## config.mk

```make
export PLATFORM = sky130hd
export DESIGN_NAME = tdc_event_builder_flat
export DESIGN_NICKNAME = d
export VERILOG_FILES = /design/src/rtl/tdc_event_builder_if.sv /design/src/rtl/tdc_event_builder.sv /design/src/flat_wrapper.sv
export SDC_FILE = /design/constraint.sdc
export NUM_CORES = 1
export LEC_CHECK = 0
export BUFFER_PORTS_ARGS = -buffer_cell sky130_fd_sc_hd__buf_2
export CORE_MARGIN = 2
export CORE_UTILIZATION = 35
export CTS_CLUSTER_SIZE = 30
export DETAILED_ROUTE_END_ITERATION = 6
export REMOVE_ABC_BUFFERS = 1
export SYNTH_ARGS = -nofsm -noshare
export SYNTH_HDL_FRONTEND = slang
export SYNTH_SLANG_ARGS = --single-unit
export TNS_END_PERCENT = 30
```

## constraint.sdc

```tcl
create_clock -name clk -period 3.8 [get_ports clk]
set_input_delay 0.19 -clock clk [delete_from_list [all_inputs] [get_ports clk]]
set_output_delay 0.19 -clock clk [all_outputs]
set_load 0.01 [all_outputs]
```

## src/rtl/tdc_event_builder_if.sv

```systemverilog
// Event-builder bus: TDC head/tail strobes and coarse time in, event FIFO read side out.
// master drives the strobes and consumer controls; slave is the event builder.
interface tdc_event_builder_if;
    logic [5:0]  head_code;
    logic        head_wr;
    logic [5:0]  tail_code;
    logic        tail_wr;
    logic [11:0] coarse;
    logic        rd_en;
    logic        ovf_clr;
    logic [31:0] evt_data;
    logic        evt_valid;
    logic        fifo_full;
    logic        overflow;

    modport master (
        output head_code, head_wr, tail_code, tail_wr, coarse, rd_en, ovf_clr,
        input  evt_data, evt_valid, fifo_full, overflow
    );

    modport slave (
        input  head_code, head_wr, tail_code, tail_wr, coarse, rd_en, ovf_clr,
        output evt_data, evt_valid, fifo_full, overflow
    );
endinterface

```

## src/rtl/tdc_event_builder.sv

```systemverilog
// Pairs TDC head/tail hits into 32-bit event words in a show-ahead FIFO; TDC_EVB_TIMEOUT_EN adds a tail timeout.
// Word visible 2 cycles after the tail strobe; no backpressure upstream: a full FIFO drops the word and sets sticky overflow.
module tdc_event_builder #(
    parameter int FIFO_DEPTH = 16,
    parameter int TIMEOUT    = 1023
) (
    input  logic                 clk,
    input  logic                 rst,
    tdc_event_builder_if.slave   bus
);
    localparam int AW = $clog2(FIFO_DEPTH);

    if (FIFO_DEPTH < 4 || FIFO_DEPTH > 256 || (FIFO_DEPTH & (FIFO_DEPTH - 1)) != 0) begin : g_bad_depth
        $error("FIFO_DEPTH must be a power of two in 4..256");
    end
    if (TIMEOUT < 1) begin : g_bad_timeout
        $error("TIMEOUT must be at least 1");
    end

    typedef enum logic [1:0] {IDLE, WAIT_TAIL, PUSH} state_t;

    state_t      state;
    logic [5:0]  head_q;
    logic [5:0]  tail_q;
    logic [11:0] coarse_q;
    logic [11:0] delta_q;
    logic        tmo_q;
    logic        tmo_hit;

`ifdef TDC_EVB_TIMEOUT_EN
    localparam int TW = $clog2(TIMEOUT + 1);
    logic [TW-1:0] cnt;

    // A fresh head restarts the window; leaving WAIT_TAIL clears it.
    always_ff @(posedge clk or negedge rst) begin
        if (!rst)
            cnt <= '0;
        else if (state == WAIT_TAIL && !bus.head_wr)
            cnt <= cnt + TW'(1);
        else
            cnt <= '0;
    end

    assign tmo_hit = (cnt == TW'(TIMEOUT - 1));
`else
    assign tmo_hit = 1'b0;
`endif

    always_ff @(posedge clk or negedge rst) begin
        if (!rst) begin
            state    <= IDLE;
            head_q   <= '0;
            tail_q   <= '0;
            coarse_q <= '0;
            delta_q  <= '0;
            tmo_q    <= 1'b0;
        end else begin
            case (state)
                IDLE: begin
                    if (bus.head_wr) begin
                        head_q   <= bus.head_code;
                        coarse_q <= bus.coarse;
                        tmo_q    <= 1'b0;
                        if (bus.tail_wr) begin
                            tail_q  <= bus.tail_code;
                            delta_q <= '0;
                            state   <= PUSH;
                        end else begin
                            state   <= WAIT_TAIL;
                        end
                    end
                end
                WAIT_TAIL: begin
                    // A tail always wins: it closes the pending head even if a new head arrives with it.
                    if (bus.tail_wr) begin
                        tail_q  <= bus.tail_code;
                        delta_q <= bus.coarse - coarse_q;
                        state   <= PUSH;
                    end else if (bus.head_wr) begin
                        head_q   <= bus.head_code;
                        coarse_q <= bus.coarse;
                    end else if (tmo_hit) begin
                        tail_q  <= '0;
                        delta_q <= '0;
                        tmo_q   <= 1'b1;
                        state   <= PUSH;
                    end
                end
                PUSH:    state <= IDLE;
                default: state <= IDLE;
            endcase
        end
    end

    logic [31:0] word;
    assign word = {tmo_q, (head_q == 6'd0), (tail_q == 6'd0) && !tmo_q, 5'd0, delta_q, head_q, tail_q};

    logic [31:0]   mem [FIFO_DEPTH];
    logic [AW-1:0] wr_ptr;
    logic [AW-1:0] rd_ptr;
    logic [AW:0]   count;
    logic [AW:0]   count_n;
    logic          valid_q;
    logic          full_q;
    logic          ovf_q;
    logic          push;
    logic          wr_ok;
    logic          pop;
    logic          drop;

    assign push    = (state == PUSH);
    assign pop     = bus.rd_en && valid_q;
    assign wr_ok   = push && (!full_q || bus.rd_en);
    assign drop    = push && !wr_ok;
    assign count_n = count + {{AW{1'b0}}, wr_ok} - {{AW{1'b0}}, pop};

    always_ff @(posedge clk) begin
        if (wr_ok)
            mem[wr_ptr] <= word;
    end

    always_ff @(posedge clk or negedge rst) begin
        if (!rst) begin
            wr_ptr  <= '0;
            rd_ptr  <= '0;
            count   <= '0;
            valid_q <= 1'b0;
            full_q  <= 1'b0;
            ovf_q   <= 1'b0;
        end else begin
            if (wr_ok)
                wr_ptr <= wr_ptr + AW'(1);
            if (pop)
                rd_ptr <= rd_ptr + AW'(1);
            count   <= count_n;
            valid_q <= (count_n != '0);
            full_q  <= (count_n == (AW+1)'(FIFO_DEPTH));
            if (drop)
                ovf_q <= 1'b1;
            else if (bus.ovf_clr)
                ovf_q <= 1'b0;
        end
    end

    assign bus.evt_data  = valid_q ? mem[rd_ptr] : 32'd0;
    assign bus.evt_valid = valid_q;
    assign bus.fifo_full = full_q;
    assign bus.overflow  = ovf_q;
endmodule

```

## src/flat_wrapper.sv

```systemverilog
// flat-port wrapper written by rule: the top's interface ports become plain ports
module tdc_event_builder_flat 
#(
    parameter int FIFO_DEPTH = 16,
    parameter int TIMEOUT    = 1023
)
  (clk, rst, bus_head_code, bus_head_wr, bus_tail_code, bus_tail_wr, bus_coarse, bus_rd_en, bus_ovf_clr, bus_evt_data, bus_evt_valid, bus_fifo_full, bus_overflow);
  tdc_event_builder_if bus_i ();
  input  logic clk;
  input  logic rst;
  input wire logic [$bits(bus_i.head_code)-1:0] bus_head_code;
  input wire logic [$bits(bus_i.head_wr)-1:0] bus_head_wr;
  input wire logic [$bits(bus_i.tail_code)-1:0] bus_tail_code;
  input wire logic [$bits(bus_i.tail_wr)-1:0] bus_tail_wr;
  input wire logic [$bits(bus_i.coarse)-1:0] bus_coarse;
  input wire logic [$bits(bus_i.rd_en)-1:0] bus_rd_en;
  input wire logic [$bits(bus_i.ovf_clr)-1:0] bus_ovf_clr;
  output wire logic [$bits(bus_i.evt_data)-1:0] bus_evt_data;
  output wire logic [$bits(bus_i.evt_valid)-1:0] bus_evt_valid;
  output wire logic [$bits(bus_i.fifo_full)-1:0] bus_fifo_full;
  output wire logic [$bits(bus_i.overflow)-1:0] bus_overflow;
  assign bus_i.head_code = bus_head_code;
  assign bus_i.head_wr = bus_head_wr;
  assign bus_i.tail_code = bus_tail_code;
  assign bus_i.tail_wr = bus_tail_wr;
  assign bus_i.coarse = bus_coarse;
  assign bus_i.rd_en = bus_rd_en;
  assign bus_i.ovf_clr = bus_ovf_clr;
  assign bus_evt_data = bus_i.evt_data;
  assign bus_evt_valid = bus_i.evt_valid;
  assign bus_fifo_full = bus_i.fifo_full;
  assign bus_overflow = bus_i.overflow;
  tdc_event_builder #(.FIFO_DEPTH(FIFO_DEPTH), .TIMEOUT(TIMEOUT)) u_core (.clk(clk), .rst(rst), .bus(bus_i));
endmodule
```

; ---- Word-level counts from Yosys, hierarchy flattened
; Memory sizes are Yosys's and may differ from the RTL's.
; Index checks and enable logic that the tools add are counted.
[classes]
addsub = 5
eq_ne = 7
mux = 22
reduce_logical = 16
[op_table]
columns = operator, n
row1 = $mux 12, 5
row2 = $pmux 12 s2, 2
row3 = $mux 32, 1
row4 = $mux 6, 4
row5 = $pmux 6 s2, 2
row6 = $logic_not 6->1, 2
row7 = $sub 12x12->12, 1
row8 = $add 4x1->4 const B, 2
row9 = $ne 2x2->1 const B, 4
row10 = $mux 2, 3
row11 = $reduce_and 2->1, 3
row12 = $add 5x1->5, 1
row13 = $eq 5x5->1 const B, 1
row14 = $reduce_bool 5->1, 1
row15 = $sub 5x1->5, 1
row16 = $mux 1, 4
row17 = $pmux 2 s2, 1
row18 = $reduce_and 4->1, 1
row19 = $reduce_bool 2->1, 2
row20 = $logic_and 1x1->1, 3
row21 = $eq 2x1->1 const B, 1
row22 = $eq 2x2->1 const B, 1
row23 = $logic_not 1->1, 2
row24 = $logic_not 2->1, 1
row25 = $logic_or 1x1->1, 1
[totals]
register_bits = 54
ramBits = 416
out_inout_bits = 35
elab_cells = 62
mem_count = 1
[memory_table]
columns = memory, depth, width, rd, rd_ports_with_merged_regs, wr, line_no
row1 = u_core.mem, 16, 26, 1, 0, 1, tdc_event_builder.sv:98  ; logic [31:0] mem [FIFO_DEPTH];

; ---- Longest topological paths before layout
[depth]
ltp_word = 6
ltp_mapped = 12
depth_no_buf = 11

; ---- Least setup slack after synthesis
; OpenSTA, ideal clock, no wires.
[synth_timing]
path_type = reg2reg
startpoint = register u_core.state[0]
endpoint = memory u_core.mem[4][0] (netlist name), enable pin
setup_time_ps = 442
arrival_ps = 2889
path_slack_ps = 469
path_stages_with_launch = 6
path_buffers = 1
period_less_slack_ps = 3331
cell_sequence = dfrtp_1 -> buf_2 -> nand2b_1 -> a21oi_2 -> nand2_1 -> nor3_1
[synth_between]
elab_chain_cells = 4
[synth_lines]
columns = element, line_no
row1 = start: declaration, tdc_event_builder.sv:22  ; state_t state;
row2 = start signal: assignment, tdc_event_builder.sv:51  ; state <= IDLE;
row3 = start signal: assignment, tdc_event_builder.sv:67  ; state <= PUSH;
row4 = start signal: assignment, tdc_event_builder.sv:69  ; state <= WAIT_TAIL;
row5 = $eq 2x2->1, tdc_event_builder.sv:111  ; assign push = (state == PUSH);
row6 = $logic_and 1x1->1, tdc_event_builder.sv:113  ; assign wr_ok = push && (!full_q || bus.rd_en);
row7 = net u_core.wr_ok, tdc_event_builder.sv:107  ; logic wr_ok;
row8 = $mux 1, tdc_event_builder.sv:118  ; if (wr_ok)
row9 = $mux 1 (not written as such), tdc_event_builder.sv:119  ; mem[wr_ptr] <= word;
row10 = end: declaration, tdc_event_builder.sv:98
; The timed path passes the listed nets, and every way through them passes these cells.

; ---- Worst setup path in the final report
[layout_timing]
startpoint = register u_core.rd_ptr[2]
endpoint = output port bus_evt_data[6]
[layout_between]
elab_chain_cells = 2
[layout_lines]
columns = element, line_no
row1 = start: declaration, tdc_event_builder.sv:100  ; logic [AW-1:0] rd_ptr;
row2 = start signal: assignment, tdc_event_builder.sv:134  ; rd_ptr <= rd_ptr + AW'(1);
row3 = $mem_v2 16x26, --
row4 = $mux 32, tdc_event_builder.sv:145  ; assign bus.evt_data = valid_q ? mem[rd_ptr] : 32'd0;
row5 = end: declaration, flat_wrapper.sv:18  ; output wire logic [$bits(bus_i.evt_data)-1:0] bus_evt_data;
; No other way between the ends.

==> results.md <==
- Status: finished, final reports clean
- Total chip power: between 15 and 20 mW
- DR WL met3: around 1600 microns
- Clock skew: about 38 ps
- Starting Density: 35.3%
- Yosys top cell by area: edfxtp_1
- Reg2reg end: u_core.mem[15][8]
- Total wire length: approximately 40000 microns
- Area growth, synth to finish: 15.8%
- Yosys reg bits: 470
- DRT iter0 DRCs: 611
- Clock-pin slew on the worst setup and hold paths: about 60 ps
- Most frequent cells in the layout: edfxtp_1, mux4_2, nand2_1, mux2i_1, buf_2
- Avg WL per Cell: 21.6 microns
- Via density: just over 5
- Maxcap violations: 0
- Power Density: between 700 and 800 nW/um^2
- Worst Path Arrival: roughly 2800 ps
- CP Class: reg -> out
- RePlAce Congestion: between 0.7 and 0.8
- Flop pwr share: a little over two fifths
- Most common cell after layout, fill and taps aside: edfxtp_1
- Post-synth top area share: around 66%
- Sw Ratio: between 30% and 40%
- Die height: ~240 microns
- Ys Warns: 0
- Worst Min Path Start: bus_rd_en
- RSZ-0062 raised after global routing: no
- Rel. slew slack: ~28%
- Buffers on Ports: 58
- Worst slew pin tran: roughly 1100 ps
- Ys async rst share: between 10% and 20%
- Maximum VDD drop: 0.000541 V
- Vias in the first global route: slightly below 10000
- Die W: about 240 microns
- Internal: approximately 11 mW
- Placed Area: about 20000 sq um
- CTS Sinks: 470
- Post-CTS setup buffers: 0
- Layout Nets: about 1200
- Reg-to-reg slack, setup: ~1100 ps
- Largest net degree at the start of global routing: 55
- Detail Route Antenna Nets: 0
- Min-Delay Path Depth: 4
- DR vias: 9404
- Global-route congestion overflow total: 0
- Post-synth EDFFs: 416
- TritonCTS Buffers: 47
- R2r startpoint: u_core.state[0]
- Root cell of the clock tree: clkbuf_16
- Sw Pwr: around 5 mW
- Pleak: between 7 and 8 nW
- Hpwl dp: roughly 24000 microns
- IO Pins: 65
- Die Area: ~56000 sq um
- Layout cells sized above 1: a little under a quarter
- Final Hold Violating Endpoints: 0
- R2R depth: 4
- CTS tree: done
- Mapped Cells: ~1000
- Critical Path Source Type: flip-flop
- Sequential fraction of the synthesis area: 73.3%
- Synthesized area per cell: approximately 19 sq um
- Initial antenna violation count: 0
- Critical Path RT: about 3600 ps
- Worst Hold Class: in -> reg
- Crit path time final: ~3000 ps
- Comb pwr share: between 20% and 30%
- Row cnt: 85
- Antenna cells: 0
- Fill count: 4824
- First-pass GRT wire length: just over 60000 microns
- Post-Route M1 WL: 18700 microns
- Core area: 53600 sq um
- Uppermost routed layer: met4
- Maximum clock path buffer count: 3
- Clk_lat worst skew: approximately 600 ps
- Max-slew violations: 0
- Fin crit share: 78.2%
- Crit. End Element: output pin
- All-layer global routing usage: roughly 15%
- Final-report setup violation count: 0
- Endpoint, Worst Hold: u_core.wr_ptr[1]
- DRC viols: 0
- Top cells by area, synth: edfxtp_1, mux4_2, dfrtp_1, mux2i_1, nand2_1
- Maximum fanout along the worst path: 54
- Synth Cell Area: ~19000 sq um
- Clock Power Share: between 20% and 30%
- Synth cell types: between 50 and 60
- Leading register cell type out of synthesis: edfxtp_1
- First-pass DRT Iterations: 5
- H-tree depth: 2
- Achievable Freq: between 300 and 400 MHz
- Final instance area: approximately 22000 sq um
- Met2 routed WL: roughly 19000 microns
## final cells by class
cell class                      instances  area [sq um]  share of cell area (%)
Timing Repair Buffer                  119           858                    3.92
Tap cell                              696           871                    3.98
Multi-Input combinational cell        460          4670                    21.3
Sequential cell                       470         13900                    63.3
Clock inverter                         10           136                   0.623
Clock buffer                           78          1370                    6.28
Inverter                               33           124                   0.566
## power groups by stage
stage	Clock [mW]	Combinational (mW)	Sequential (mW)
after floorplan	0	2.82	7.04
after global placement	0	4.53	6.92
after detailed placement	0	4.56	6.95
after CTS	4.63	4.60	6.85
after global routing	4.82	4.88	6.91
final	4.53	4.47	6.83
## kinds of logic after synthesis
logic type	after synthesis	share of synthesized area [%]
fa+ha+maj	23	1.60
flops	470	73.3
simple gates	135	3.33
mux	174	14.8
other cells	1	0.0198
buf+inv	87	2.50
xor+xnor	19	0.881
compound gates	103	3.62
## registers in the layout, summed over array words and instances (netlist names), 2 cells and up
signal,flops
u_core.wr_ptr,4
u_core.rd_ptr,4
u_core.tail_q,6
u_core.delta_q,12
u_core.mem,416
u_core.count,5
u_core.head_q,6
u_core.state,2
u_core.coarse_q,12
## critical path: stages (launching register included)
cell     delay (ps)
dfrtp_4         970
buf_4           380
mux4_2          340
mux2i_1         160
o22ai_1         120
buf_2           180
## stage by stage
step	setup WS [ps]	setup TNS [ps]	util (%)	hold WS, ps	std cells
3_5_place_dp	1110	0	37.5	239	1749
3_3_place_gp	1170	0	37.5	226	1749
4_1_cts	763	0	40.8	97.0	1866
5_1_grt	675	0	40.8	148	1866
2_1_floorplan	-2140	-57280	-	-106	963
6_report	829	0	40.8	126	1866
## cells in the mapped netlist, types with 3 or more instances
library cell  instances
and2_1                9
a32oi_1               9
nor2_1                8
a21o_1                6
o21ai_0              21
dfrtp_1              54
mux2i_1              70
clkbuf_1             17
xnor2_1               8
nand2_1              75
buf_4                11
nor2b_1               3
buf_2                11
or4_1                 3
nor3_1                8
mux2_2               22
buf_1                 4
o22ai_1              24
mux4_2               82
a21oi_1              11
edfxtp_1            416
xor2_1               11
o211ai_1             14
inv_1                33
buf_6                 9
nand2b_1              5
nand3_1              11
nand4_1               4
ha_1                 21
## worst max-delay path by stage
stage                               to  slack (ps)        startpoint
global placement    u_core.mem[15][24]        1170   u_core.state[0]
CTS                    bus_evt_data[4]         760  u_core.rd_ptr[0]
floorplan             bus_evt_data[20]       -2140  u_core.rd_ptr[0]
detailed placement  u_core.mem[15][24]        1110   u_core.state[0]
finish                 bus_evt_data[6]         830  u_core.rd_ptr[2]
global route           bus_evt_data[4]         670  u_core.rd_ptr[0]
## routing by layer
layer | track usage, % | vias to the layer above
li1 | - | 4242
met1 | 20.5 | 4920
met2 | 23.3 | 180
met3 | 2.73 | 62
met4 | 3.62 | 0
met5 | 0 | -
## timing repair
item                                   in CTS  in global routing
endpoints found under the hold margin      47                  0
setup endpoints to repair                   0                  0
resized for setup                           0                  0
hold buffers                               29                  0
Note: power is estimated with default switching activity, not from simulation.
